### src/rtl/fwd_hazard_unit.sv
// EX operand-select and stall/bubble control between the ID and EX stages of a 5-stage MIPS pipeline.
// Define FWD_HAZARD_FORWARD_EN to forward from EX/MEM and MEM/WB; otherwise any RAW hazard stalls.
module fwd_hazard_unit #(
  parameter int unsigned MULDIV_LAT = 4
) (
  input  logic       clk,
  input  logic       rst,
  input  logic       id_valid,
  input  logic [4:0] id_rs,
  input  logic [4:0] id_rt,
  input  logic       id_rs_used,
  input  logic       id_rt_used,
  input  logic       id_b_imm,
  input  logic       id_wr_en,
  input  logic [4:0] id_wd,
  input  logic       id_is_load,
  input  logic       id_is_muldiv,
  input  logic       flush,
  output logic [1:0] fwd_a_sel,
  output logic [1:0] fwd_b_sel,
  output logic       stall,
  output logic       ex_bubble
);

  typedef struct packed {
    logic       valid;
    logic       wr_en;
    logic [4:0] wd;
    logic       is_load;
  } shadow_t;

  typedef enum logic [1:0] {
    SEL_RF    = 2'b00,
    SEL_EXMEM = 2'b01,
    SEL_MEMWB = 2'b10,
    SEL_IMM   = 2'b11
  } sel_e;

  localparam logic [3:0] BUSY_LOAD = 4'(MULDIV_LAT - 1);

  shadow_t    ex_q, ex_d, mem_q, mem_d;
  sel_e       sel_a_q, sel_a_d, sel_b_q, sel_b_d;
  logic       ex_bubble_q, ex_bubble_d;
  logic [3:0] busy_q, busy_d;

  logic ex_a_hit, ex_b_hit, mem_a_hit, mem_b_hit;
  logic load_use, busy, dep_stall, stall_c, advance;

  // $0 is hardwired to zero, so a write to it never creates a dependency.
  function automatic logic src_match(input shadow_t st, input logic used, input logic [4:0] src);
    return used && (src != 5'd0) && st.valid && st.wr_en && (st.wd == src);
  endfunction

  always_comb begin
    ex_a_hit  = src_match(ex_q,  id_rs_used, id_rs);
    ex_b_hit  = src_match(ex_q,  id_rt_used, id_rt);
    mem_a_hit = src_match(mem_q, id_rs_used, id_rs);
    mem_b_hit = src_match(mem_q, id_rt_used, id_rt);
    load_use  = ex_q.is_load & (ex_a_hit | ex_b_hit);
    busy      = (busy_q != 4'd0);
`ifdef FWD_HAZARD_FORWARD_EN
    dep_stall = 1'b0;
`else
    dep_stall = ex_a_hit | ex_b_hit | mem_a_hit | mem_b_hit;
`endif
    // Flush kills the ID instruction, so it can never be the one held back.
    stall_c = id_valid & ~flush & (load_use | busy | dep_stall);
    advance = id_valid & ~flush & ~stall_c;
  end

  assign stall = stall_c;

  // NOTE: every next-state variable gets a default first so no path leaves one unassigned (no latch).
  always_comb begin
    mem_d       = ex_q;
    ex_d        = '0;
    sel_a_d     = SEL_RF;
    sel_b_d     = SEL_RF;
    ex_bubble_d = ~advance;
    busy_d      = busy ? busy_q - 4'd1 : busy_q;
    if (advance) begin
      ex_d.valid   = 1'b1;
      ex_d.wr_en   = id_wr_en;
      ex_d.wd      = id_wd;
      ex_d.is_load = id_is_load;
      if (id_is_muldiv) busy_d = BUSY_LOAD;
`ifdef FWD_HAZARD_FORWARD_EN
      // The EX writer is younger than the MEM writer, so it wins when both match.
      if (ex_a_hit)       sel_a_d = SEL_EXMEM;
      else if (mem_a_hit) sel_a_d = SEL_MEMWB;
      if (id_b_imm)       sel_b_d = SEL_IMM;
      else if (ex_b_hit)  sel_b_d = SEL_EXMEM;
      else if (mem_b_hit) sel_b_d = SEL_MEMWB;
`else
      if (id_b_imm)       sel_b_d = SEL_IMM;
`endif
    end
  end

  // NOTE: state registers use non-blocking assignments so all flops update from pre-edge values.
  always_ff @(posedge clk) begin
    if (rst) begin
      ex_q        <= '0;
      mem_q       <= '0;
      sel_a_q     <= SEL_RF;
      sel_b_q     <= SEL_RF;
      ex_bubble_q <= 1'b1;
      busy_q      <= 4'd0;
    end else begin
      ex_q        <= ex_d;
      mem_q       <= mem_d;
      sel_a_q     <= sel_a_d;
      sel_b_q     <= sel_b_d;
      ex_bubble_q <= ex_bubble_d;
      busy_q      <= busy_d;
    end
  end

  assign fwd_a_sel = sel_a_q;
  assign fwd_b_sel = sel_b_q;
  assign ex_bubble = ex_bubble_q;

endmodule

### config.mk
export PLATFORM = sky130hd
export DESIGN_NAME = fwd_hazard_unit
export DESIGN_NICKNAME = d
export VERILOG_FILES = /design/src/rtl/fwd_hazard_unit.sv
export SDC_FILE = /design/constraint.sdc
export NUM_CORES = 1
export LEC_CHECK = 0
export CAP_MARGIN = 5
export CORE_MARGIN = 2
export CORE_UTILIZATION = 48
export CTS_CLUSTER_SIZE = 40
export DETAILED_ROUTE_END_ITERATION = 8
export GPL_ROUTABILITY_DRIVEN = 0
export PLACE_DENSITY = 0.92
export SLEW_MARGIN = 25
export SYNTH_ARGS = -nofsm -noshare
export SYNTH_HDL_FRONTEND = slang
export SYNTH_SLANG_ARGS = --single-unit
### constraint.sdc
create_clock -name clk -period 6.2 [get_ports clk]
set_input_delay 1.24 -clock clk [delete_from_list [all_inputs] [get_ports clk]]
set_output_delay 1.24 -clock clk [all_outputs]
set_load 0.02 [all_outputs]
* After elaboration in Yosys (flattened, before gate mapping)
Index checks and enable logic that the tools add are counted.
** Storage, ports and cells
- Register bits after elaboration :: 22
- Input port bits :: 25
- Output and inout bits :: 6
- Logic and storage cells :: 50
** Operators by class
- Add/sub/neg operators :: 1
- Equality and inequality tests :: 4
- Muxes and demuxes :: 5
- Bitwise logic cells :: 12
- Reduce and logical (&&, ||, !) cells :: 18
** Operators by type and width (number)
- $eq A5 B5 Y1 :: 4
- $logic_and A1 B1 Y1 :: 14
- $mux W4 :: 3
- $reduce_bool A5 Y1 :: 2
- $mux W8 :: 1
- $or A1 B1 Y1 :: 5
- $and A1 B1 Y1 :: 4
- $reduce_bool A4 Y1 :: 1
- $sub A4 B1 Y4 const B :: 1
- $not A1 Y1 :: 3
- $mux W2 :: 1
- $reduce_or A2 Y1 :: 1

* Longest topological paths before layout
Gate-level depths: netlist of the first run.
- Word-level depth :: 14
- Gate-level depth with buffers :: 6
- Gate-level depth less buffers :: 6

* Worst setup path after synthesis of the first run
OpenSTA, ideal clock, no wires.
- Kind :: input to output
- From :: input id_rs[1]
- To :: output stall
- Data arrival time :: 2502 ps
- Required time :: 4960 ps
- Setup slack :: 2458 ps
- Stages :: 6
- Path buffers :: 1
- Path through :: or4_1 o21ai_1 or3_1 o211ai_2 buf_6 o21a_1
** On the way
- Word-level cells in the longest chain between the ends :: 10
- Elaborated cells on any way between the ends :: 17
- Classes of those cells :: eq/ne: 2; bitwise: 7; reduce/logical: 8
** RTL lines
- start: declaration :: line 9 : input logic [4:0] id_rs,
- $reduce_bool A5 Y1 :: line 51 : return used && (src != 5'd0) && st.valid && st.wr_en && (st.wd == src);
- $logic_and A1 B1 Y1 (4 in series) :: line 51
- $or A1 B1 Y1 :: line 59, 64
- $and A1 B1 Y1 / $or A1 B1 Y1 (equally long branches) :: line 59, 64
- $or A1 B1 Y1, on equally long branches :: line 67, 64
- $or A1 B1 Y1 * :: line 67 : stall_c = id_valid & ~flush & (load_use | busy | dep_stall);
- $and A1 B1 Y1 * :: line 67
- end: declaration :: line 21 : output logic stall,
Mark *: on every way between the ends. The rest lies on a longest branch, timed or not.

* Final worst setup path of the first run
- From :: input id_rt[4]
- To :: output stall
** On the way
- Word-level cells in the longest chain between the ends :: 10
- Elaborated cells on any way between the ends :: 17
- Classes of those cells :: eq/ne: 2; bitwise: 7; reduce/logical: 8
** RTL lines
- start: declaration :: line 10 : input logic [4:0] id_rt,
- $reduce_bool A5 Y1 :: line 51
- $logic_and A1 B1 Y1 (4 in series) :: line 51
- $or A1 B1 Y1 :: line 59, 64
- $and A1 B1 Y1 / $or A1 B1 Y1 (equally long branches) :: line 59, 64
- $or A1 B1 Y1, on equally long branches :: line 67, 64
- $or A1 B1 Y1 * :: line 67
- $and A1 B1 Y1 * :: line 67
Marks and branches as above.

==> results of run 1 <==
## critical path, stage by stage
cell and delay (ns):
clkdlybuf4s50_1 0.46, xor2_1 0.18, nor4_1 0.34, nand4_1 0.17, o211ai_2 0.44, o21a_1 0.17
clkdlybuf4s50_1 0.60
## area by class of cell
class,instances,area (µm²)
Timing Repair Buffer,27,270
Clock inverter,1,30.0
Inverter,9,33.8
Tap cell,27,33.8
Fill cell,171,642
Multi-Input combinational cell,73,529
Sequential cell,20,400
Clock buffer,3,22.5
## registers in the layout, indices dropped and copies added, names as in the netlist
signal,flops
busy_q,4
mem_q,7
ex_bubble,1
fwd_b_sel,1
ex_q,7
## worst paths after layout
path / end / slack, ns / depth (start not counted) / startpoint
worst max register to register: busy_q[1]$_SDFF_PP0_ / 4.17 / 5 / busy_q[0]$_SDFF_PP0_
worst max-delay path: stall / 1.35 / 7 / id_rt[4]
worst min-delay path: mem_q[6]$_SDFF_PP0_ / 0.51 / 1 / ex_q[6]$_SDFF_PP0_
worst min register to register: mem_q[6]$_SDFF_PP0_ / 0.51 / 1 / ex_q[6]$_SDFF_PP0_
## metal layers
metal / wire length, µm / up-vias
met2: 1040 / 24
met3: 90 / 2
li1: - / 408
met5: 0 / -
met1: 868 / 360
met4: 21 / 0
## power by group
group	leakage (nW)	internal, mW	switching (mW)
sequential	0.162	0.145	0.0121
clock	0.0279	0.0653	0.0372
combinational	0.292	0.0613	0.0667
## stage by stage
| step | instance area (µm²) | total power [mW] | hold WS, ns |
|---|---|---|---|
| 6_report | 1320 | 0.387 | 0.506 |
| 4_1_cts | 1320 | 0.390 | 0.511 |
| 3_3_place_gp | 1270 | 0.279 | 0.473 |
| 5_1_grt | 1320 | 0.411 | 0.528 |
| 2_1_floorplan | 1010 | 0.257 | 0.459 |
| 3_5_place_dp | 1270 | 0.286 | 0.475 |
## kinds of logic after synthesis
logic type | Yosys count | synth area share (%)
and+or+nand+nor | 40 | 25.8
xor gates and xnor gates | 21 | 18.3
DFF | 20 | 39.9
buffers and inverters | 14 | 7.85
AOI/OAI and AO/OA | 9 | 6.60
adders and majority gates | 1 | 1.25
other | 1 | 0.373
## placed cells by master, fill, tap and decap left out, drive strengths merged, types with 4 or more instances in the layout
cell type,count
clkdlybuf4s50,27
dfxtp,20
xnor2,17
inv,9
nor3,8
nor2b,7
nand4,4
xor2,4
or3,4
==> parameters.txt, run 1 <==
Parameter                              Value

Clock tree
  Number of H-tree branching levels    1
  Number of gates given a new drive strength after cts    0
  CTS tree    yes
  Clock latency reported for the late side of the worst-skew pair    0.29 ns
  Number of hold-repair buffers added at the cts stage    0
  Worst-path clk slew    0.11 ns
  Cts bufs inserted    3
  Clock Sinks    20
  Buffer type at the clock tree root    clkbuf_4
  Buffers inserted during post-CTS setup optimization    0
  Maximum buffer depth of the clock tree    2

Floorplanning
  Core Footprint    1960 µm²
  Effective utilization at floorplan    51.2%
  Die Wd    49.8 µm
  Chip Height    a little under 50 µm
  Count of boundary I/O pins    31
  Area of the die    between 2000 and 2500 µm²
  Cell row count    16

Run
  Max Cap Viol    0

Global routing
  Antenna violations before repair    0
  GR Layer Usage met1    approximately 22%
  Total global-route track usage    18.4%
  GRT met3 Usage    2.42%
  Global-route met2 utilization    approximately 33%
  GRT overflow    0
  Gr busiest metal    met2
  Pin count of the biggest net entering global routing    14
  Via count of the first global-routing pass    around 860
  Global-route wire length before repair    3530 µm

Timing
  Worst-case clock skew    about 0.0052 ns
  Final number of setup-violating endpoints    0
  Highest clock frequency the design can meet    206 MHz
  Minimum setup slack in the final design    1.35 ns
  Shortest clock period the worst path allows after layout    just under 5 ns
  Unrepaired setup endpoints after global routing    no
  Number of failing hold endpoints at the final stage    0
  Total negative slack    0 ns
  Period utilisation layout    approximately four fifths
  Transition at the pin with the smallest max-transition slack    0.619 ns
  Relative slew margins    around three fifths
  Max-slew violations    0

Synthesis
  Sequential area share after synthesis    between 30 and 40%
  Number of warnings issued by yosys    0
  Number of flops mapped to enable cells by yosys    0
  List of most frequent post-synthesis cells    20 x dfxtp_1, 17 x xnor2_1, 9 x inv_1
  Flip-flop and latch count after synthesis    20
  Main flop type after synthesis    dfxtp_1
  Proportion of netlist area held by the largest area contributor    roughly two fifths
  Summed instance area of the synthesized netlist    1000 µm²
  Synth unique cells    31
  Top cells by area in the synthesized netlist    dfxtp_1 40%, xnor2_1 15%, nor2b_1 4.4%, nor3_1 4.0%, xor2_1 3.5%
  Synthesized instance count    roughly 110
  Most used standard cell by instance count after synthesis    dfxtp_1
  FFs w/ async S/R, synth    0%
  Dominant cell type by area after synthesis    dfxtp_1
  Syn Area/Cell    about 9.5 µm²

Min path
  Min-Delay Path Class    flip-flop to flip-flop

Route
  Number of nets still failing antenna checks after routing    0
  Vias/cell    about 5.0
  Number of design rule violations left after detail routing    0
  Overall routed net length    2020 µm
  Vias post-DR    794
  WL/cell    between 10 and 15 µm
  Number of optimization iterations in the first detailed-route pass    4
  Iteration-0 DRC count of the detailed router    10

Placed design
  Number of I/O port buffers    27
  HPWL after detailed placement    1600 µm
  Number of placed instances, taps included    approximately 160
  Worst slack at placement    roughly 1.3 ns

Critical path
  Required time worst endpoint    between 4 and 5 ns
  Critical setup path kind    input port to output port
  Worst-path fanout max    12
  Critical Path Source Type    input port
  Element type at the critical path end    output port
  Crit path arrival time    around 3.6 ns

Pwr
  Leakage dissipation    0.482 nW
  Max rail drop VDD    0.178 mV
  Power density cells    a little under 300 nW/µm²

Layout
  Diode count    0
  Post-layout utilization of the core    67.3%
  Layout cells sized above 1    between 7 and 8%
  Net count of the finished layout    between 150 and 200
  Area growth from synthesis to final layout    31.4%
  Finished Layout Cells    160

Run status
  Result of the run    complete, no violations
Note: power is estimated with default switching activity, not from simulation.
==> run 2: changes to the inputs <==
- CORE_ASPECT_RATIO: unset -> 0.6
- CORE_UTILIZATION: 48 -> 45
- PLACE_DENSITY: 0.92 -> 0.87
- clock period: 6.2 -> 4.9 ns (I/O delays scaled with it)
==> parameters.txt, run 2 (synthesized netlist as in run 1, its figures left out) <==
Parameter                              Value

Clock tree
  Buffer type at the clock tree root    clkbuf_8
  Buffers inserted during post-CTS setup optimization    0
  Number of gates given a new drive strength after cts    0
  Clock Sinks    20
  Cts bufs inserted    3
  Number of hold-repair buffers added at the cts stage    0
  Worst-path clk slew    0.08 ns
  CTS tree    yes
  Clock latency reported for the late side of the worst-skew pair    0.26 ns
  Maximum buffer depth of the clock tree    2
  Number of H-tree branching levels    1

Layout
  Net count of the finished layout    between 150 and 200
  Layout cells sized above 1    under 10%
  Most used cells in the layout excluding fill and tap cells    27 x clkdlybuf4s50_1, 20 x dfxtp_1, 17 x xnor2_1, 9 x inv_1, 8 x nor3_1
  Area growth from synthesis to final layout    33.6%
  Largest registers    ex_q: 7 flops, mem_q: 7 flops, busy_q: 4 flops
  Multi-input combinational cell area    529 µm²
  Fillcell total    approximately 200
  Leading cell type in the layout, fill and taps excluded    clkdlybuf4s50_1
  Seq. cell area    ~400 µm²
  Diode count    0

Critical path
  Element type at the critical path end    output port
  RR Startpoint    busy_q[0]$_SDFF_PP0_
  Largest stage delay on the critical path    0.60 ns
  Crit path arrival time    between 3 and 4 ns
  Critical Path Source Type    input port
  Required time worst endpoint    between 3 and 4 ns
  Critical register-to-register path endpoint    busy_q[1]$_SDFF_PP0_
  Flop2flop setup slack    about 2.9 ns
  Library cell appearing most often on the critical path    clkdlybuf4s50_1
  Depth of the worst register-to-register path    5
  Slowest-stage cell, CP    clkdlybuf4s50_1
  Worst-path fanout max    12
  Critical Path Source    id_rt[4]
  Critical setup path kind    input port to output port
  Cell chain of the critical path    clkdlybuf4s50_1 -> xor2_1 -> nor4_1 -> nand4_1 -> o211ai_2 -> o21a_1 -> clkdlybuf4s50_1

Global routing
  GRT overflow    0
  Global-route wire length before repair    around 3700 µm
  Total global-route track usage    between 10% and 20%
  Antenna violations before repair    0
  Pin count of the biggest net entering global routing    14
  Via count of the first global-routing pass    around 860

Timing
  Period utilisation layout    between 80% and 90%
  Worst hold slack after final layout    between 0.5 and 0.6 ns
  Worst-case clock skew    0.00528 ns
  Max-slew violations    0
  Final number of setup-violating endpoints    0
  Shortest clock period the worst path allows after layout    roughly 4.3 ns
  Transition at the pin with the smallest max-transition slack    0.626 ns
  Unrepaired setup endpoints after global routing    no
  Number of failing hold endpoints at the final stage    0
  Relative slew margins    between 50% and 60%
  Total negative slack    0 ns
  Minimum setup slack in the final design    between 0.5 and 0.6 ns
  Highest clock frequency the design can meet    between 200 and 250 MHz

Floorplanning
  Effective utilization at floorplan    between 40 and 50%
  Cell row count    13
  Area of the die    between 2000 and 3000 µm²
  Core Footprint    roughly 2100 µm²
  Count of boundary I/O pins    31
  Die Wd    65 µm
  Chip Height    just over 40 µm

Run status
  Result of the run    complete, no violations

Min path
  Instance count along the most critical hold path    1
  Beginning of the worst hold path    ex_q[6]$_SDFF_PP0_
  Min-Delay Path Class    flip-flop to flip-flop
  Worst hold endpoint    mem_q[6]$_SDFF_PP0_

Route
  Vias post-DR    844
  Iteration-0 DRC count of the detailed router    15
  Number of optimization iterations in the first detailed-route pass    4
  Number of nets still failing antenna checks after routing    0
  Number of design rule violations left after detail routing    0
  Vias/cell    5.18
  Overall routed net length    approximately 2400 µm
  WL/cell    about 15 µm

Pwr
  Power density cells    a little under 400 nW/µm²
  Max rail drop VDD    about 0.22 mV
  Leakage dissipation    around 0.49 nW

Placed design
  Number of I/O port buffers    27
  Worst slack at placement    approximately 0.61 ns
  HPWL after detailed placement    roughly 1900 µm

Run
  Max Cap Viol    0
## run 2: cell count changes in the layout (fill, tap and decap cells not counted)
cell and delta:
clkbuf_8 +3, clkbuf_4 -3
## run 2: how the worst max path moves through the flow
stage                     depth (start not counted)  slack [ns]    end
after global routing                              7        0.44  stall
after detailed placement                          7        0.61  stall
after global placement                            7        0.62  stall
final                                             7        0.56  stall
after CTS                                         7        0.59  stall
after floorplan                                   6        1.68  stall
## run 2: layout make-up
class	instances	area share (%)
inverter	9	2.52
multi-input combinational	73	39.4
sequential	20	29.8
clock buffer	3	3.08
timing repair buffer	27	20.1
clock inverter	1	2.24
tap	30	2.80
## run 2: critical path: cells and delay by family
kind | cells | cell delay [ns]
AO/OA/AOI/OAI | 2 | 0.65
buffers and inverters | 2 | 1.08
AND/OR/NAND/NOR | 2 | 0.46
XOR/XNOR | 1 | 0.19
## run 2: per-stage QoR
stage          instances  area (µm²)  power, mW  util [%]
2_1_floorplan        107        1010      0.325         -
3_3_place_gp         159        1270      0.355      59.7
3_5_place_dp         159        1270      0.365      59.7
4_1_cts              163        1340      0.529      63.0
5_1_grt              163        1340      0.560      63.0
6_report             163        1340      0.529      63.0
## run 2: layer usage
metal	wire (µm)	vias to the layer above	GRT usage (%)
met2	1110	39	37.9
met5	0	-	0
met4	49	0	6.38
met3	223	8	7.87
li1	-	409	-
met1	989	388	21.1
## run 2: power breakdown
part | leakage, nW | internal [mW] | switching (mW)
logic | 0.292 | 0.0772 | 0.0881
registers | 0.162 | 0.183 | 0.0168
clock network | 0.0357 | 0.109 | 0.0549
total | 0.490 | 0.369 | 0.160
==> run 3: changes to the inputs <==
- clock period: 4.9 -> 4.8 ns (I/O delays scaled with it)
==> parameters.txt, run 3 (synthesized netlist as in run 1, its figures left out) <==
Parameter                              Value

Critical path
  Required time worst endpoint    ~3.8 ns
  Critical Path Source Type    input port
  Depth of the worst register-to-register path    5
  Largest stage delay on the critical path    0.60 ns
  Library cell appearing most often on the critical path    clkdlybuf4s50_1
  Critical Path Source    id_rt[4]
  Element type at the critical path end    output port
  Worst-path fanout max    12
  Cell chain of the critical path    clkdlybuf4s50_1 -> xor2_1 -> nor4_1 -> nand4_1 -> o211ai_2 -> o21a_1 -> clkdlybuf4s50_1
  RR Startpoint    busy_q[0]$_SDFF_PP0_
  Flop2flop setup slack    2.76 ns
  Crit path arrival time    approximately 3.3 ns
  Slowest-stage cell, CP    clkdlybuf4s50_1
  Critical setup path kind    input port to output port

Layout
  Most used cells in the layout excluding fill and tap cells    27 x clkdlybuf4s50_1, 20 x dfxtp_1, 17 x xnor2_1, 9 x inv_1, 8 x nor3_1
  Post-layout utilization of the core    63.0%
  Leading cell type in the layout, fill and taps excluded    clkdlybuf4s50_1
  Diode count    0
  Finished Layout Cells    163
  Largest registers    ex_q: 7 flops, mem_q: 7 flops, busy_q: 4 flops
  Fillcell total    just under 200
  Net count of the finished layout    160
  Area growth from synthesis to final layout    33.6%
  Layout cells sized above 1    between 7 and 8%

Floorplanning
  Chip Height    40.6 µm
  Cell row count    13
  Count of boundary I/O pins    31
  Effective utilization at floorplan    between 40 and 50%
  Die Wd    65 µm
  Area of the die    around 2600 µm²
  Core Footprint    between 2000 and 2500 µm²

Placed design
  Number of placed instances, taps included    between 150 and 200
  HPWL after detailed placement    1920 µm
  Number of I/O port buffers    27

Timing
  Final number of setup-violating endpoints    0
  Period utilisation layout    around nine tenths
  Worst-case clock skew    0.00527 ns
  Max-slew violations    0
  Total negative slack    0 ns
  Shortest clock period the worst path allows after layout    approximately 4.3 ns
  Unrepaired setup endpoints after global routing    no
  Number of failing hold endpoints at the final stage    0
  Highest clock frequency the design can meet    between 200 and 250 MHz
  Relative slew margins    58.2%
  Transition at the pin with the smallest max-transition slack    between 0.6 and 0.7 ns

Clock tree
  Maximum buffer depth of the clock tree    2
  Buffer type at the clock tree root    clkbuf_8
  Number of H-tree branching levels    1
  CTS tree    yes
  Clock latency reported for the late side of the worst-skew pair    roughly 0.26 ns
  Clock Sinks    20
  Number of gates given a new drive strength after cts    0
  Worst-path clk slew    approximately 0.080 ns
  Buffers inserted during post-CTS setup optimization    0
  Number of hold-repair buffers added at the cts stage    0
  Cts bufs inserted    3

Pwr
  Total design power    around 0.54 mW
  Power density cells    402 nW/µm²
  Leakage dissipation    around 0.49 nW
  Max rail drop VDD    0.223 mV

Route
  Vias post-DR    844
  Overall routed net length    2370 µm
  Iteration-0 DRC count of the detailed router    15
  Number of nets still failing antenna checks after routing    0
  WL/cell    roughly 15 µm
  Vias/cell    between 5 and 6
  Number of design rule violations left after detail routing    0
  Number of optimization iterations in the first detailed-route pass    4

Global routing
  Antenna violations before repair    0
  Total global-route track usage    about 20%
  GRT overflow    0
  Pin count of the biggest net entering global routing    14
  Via count of the first global-routing pass    855
  Global-route wire length before repair    about 3700 µm

Run status
  Result of the run    complete, no violations

Min path
  Instance count along the most critical hold path    1
  Beginning of the worst hold path    ex_q[6]$_SDFF_PP0_
  Min-Delay Path Class    flip-flop to flip-flop

Run
  Max Cap Viol    0
[run 3: cell counts in the layout (fill, tap and decap cells not counted)]
No cell type changed its count.
[run 3: final cells by class]
class	instances	area (µm²)	share of cell area, %
repair buffers	27	270	20.1
well taps	30	37.5	2.80
inverters	9	33.8	2.52
clock inverters	1	30.0	2.24
multi-input cells	73	529	39.4
clock buffers	3	41.3	3.08
flip-flops and latches	20	400	29.8
[run 3: worst paths after layout]
kind	to
worst max-delay path	stall
worst min-delay path	mem_q[6]$_SDFF_PP0_
worst max register to register	busy_q[1]$_SDFF_PP0_
worst min register to register	mem_q[6]$_SDFF_PP0_
[run 3: worst max-delay path, delay by kind of cell]
kind	cells	cell delay, ns
and+or+nand+nor	2	0.46
xor gates and xnor gates	1	0.19
buffers and inverters	2	1.08
AOI/OAI and AO/OA	2	0.65
[run 3: metal layers]
| metal | wire length [µm] | vias to the layer above | part of all wire, % | global-route usage (%) |
|---|---|---|---|---|
| li1 | - | 409 | - | - |
| met1 | 989 | 388 | 42 | 21.1 |
| met2 | 1110 | 39 | 47 | 37.9 |
| met3 | 223 | 8 | 9.4 | 7.87 |
| met4 | 49 | 0 | 2.1 | 6.38 |
| met5 | 0 | - | 0 | 0 |
[run 3: power by group]
group	switching [mW]	internal [mW]	leakage [nW]
Sequential	0.0172	0.187	0.162
Combinational	0.0899	0.0788	0.292
Clock	0.0560	0.111	0.0357
[run 3: stage by stage]
stage	setup slack, ns	hold slack, ns	cell area, µm²
after floorplan	1.62	0.459	1010
after global placement	0.562	0.476	1270
after detailed placement	0.552	0.488	1270
after CTS	0.529	0.503	1340
after global routing	0.376	0.520	1340
final	0.502	0.510	1340
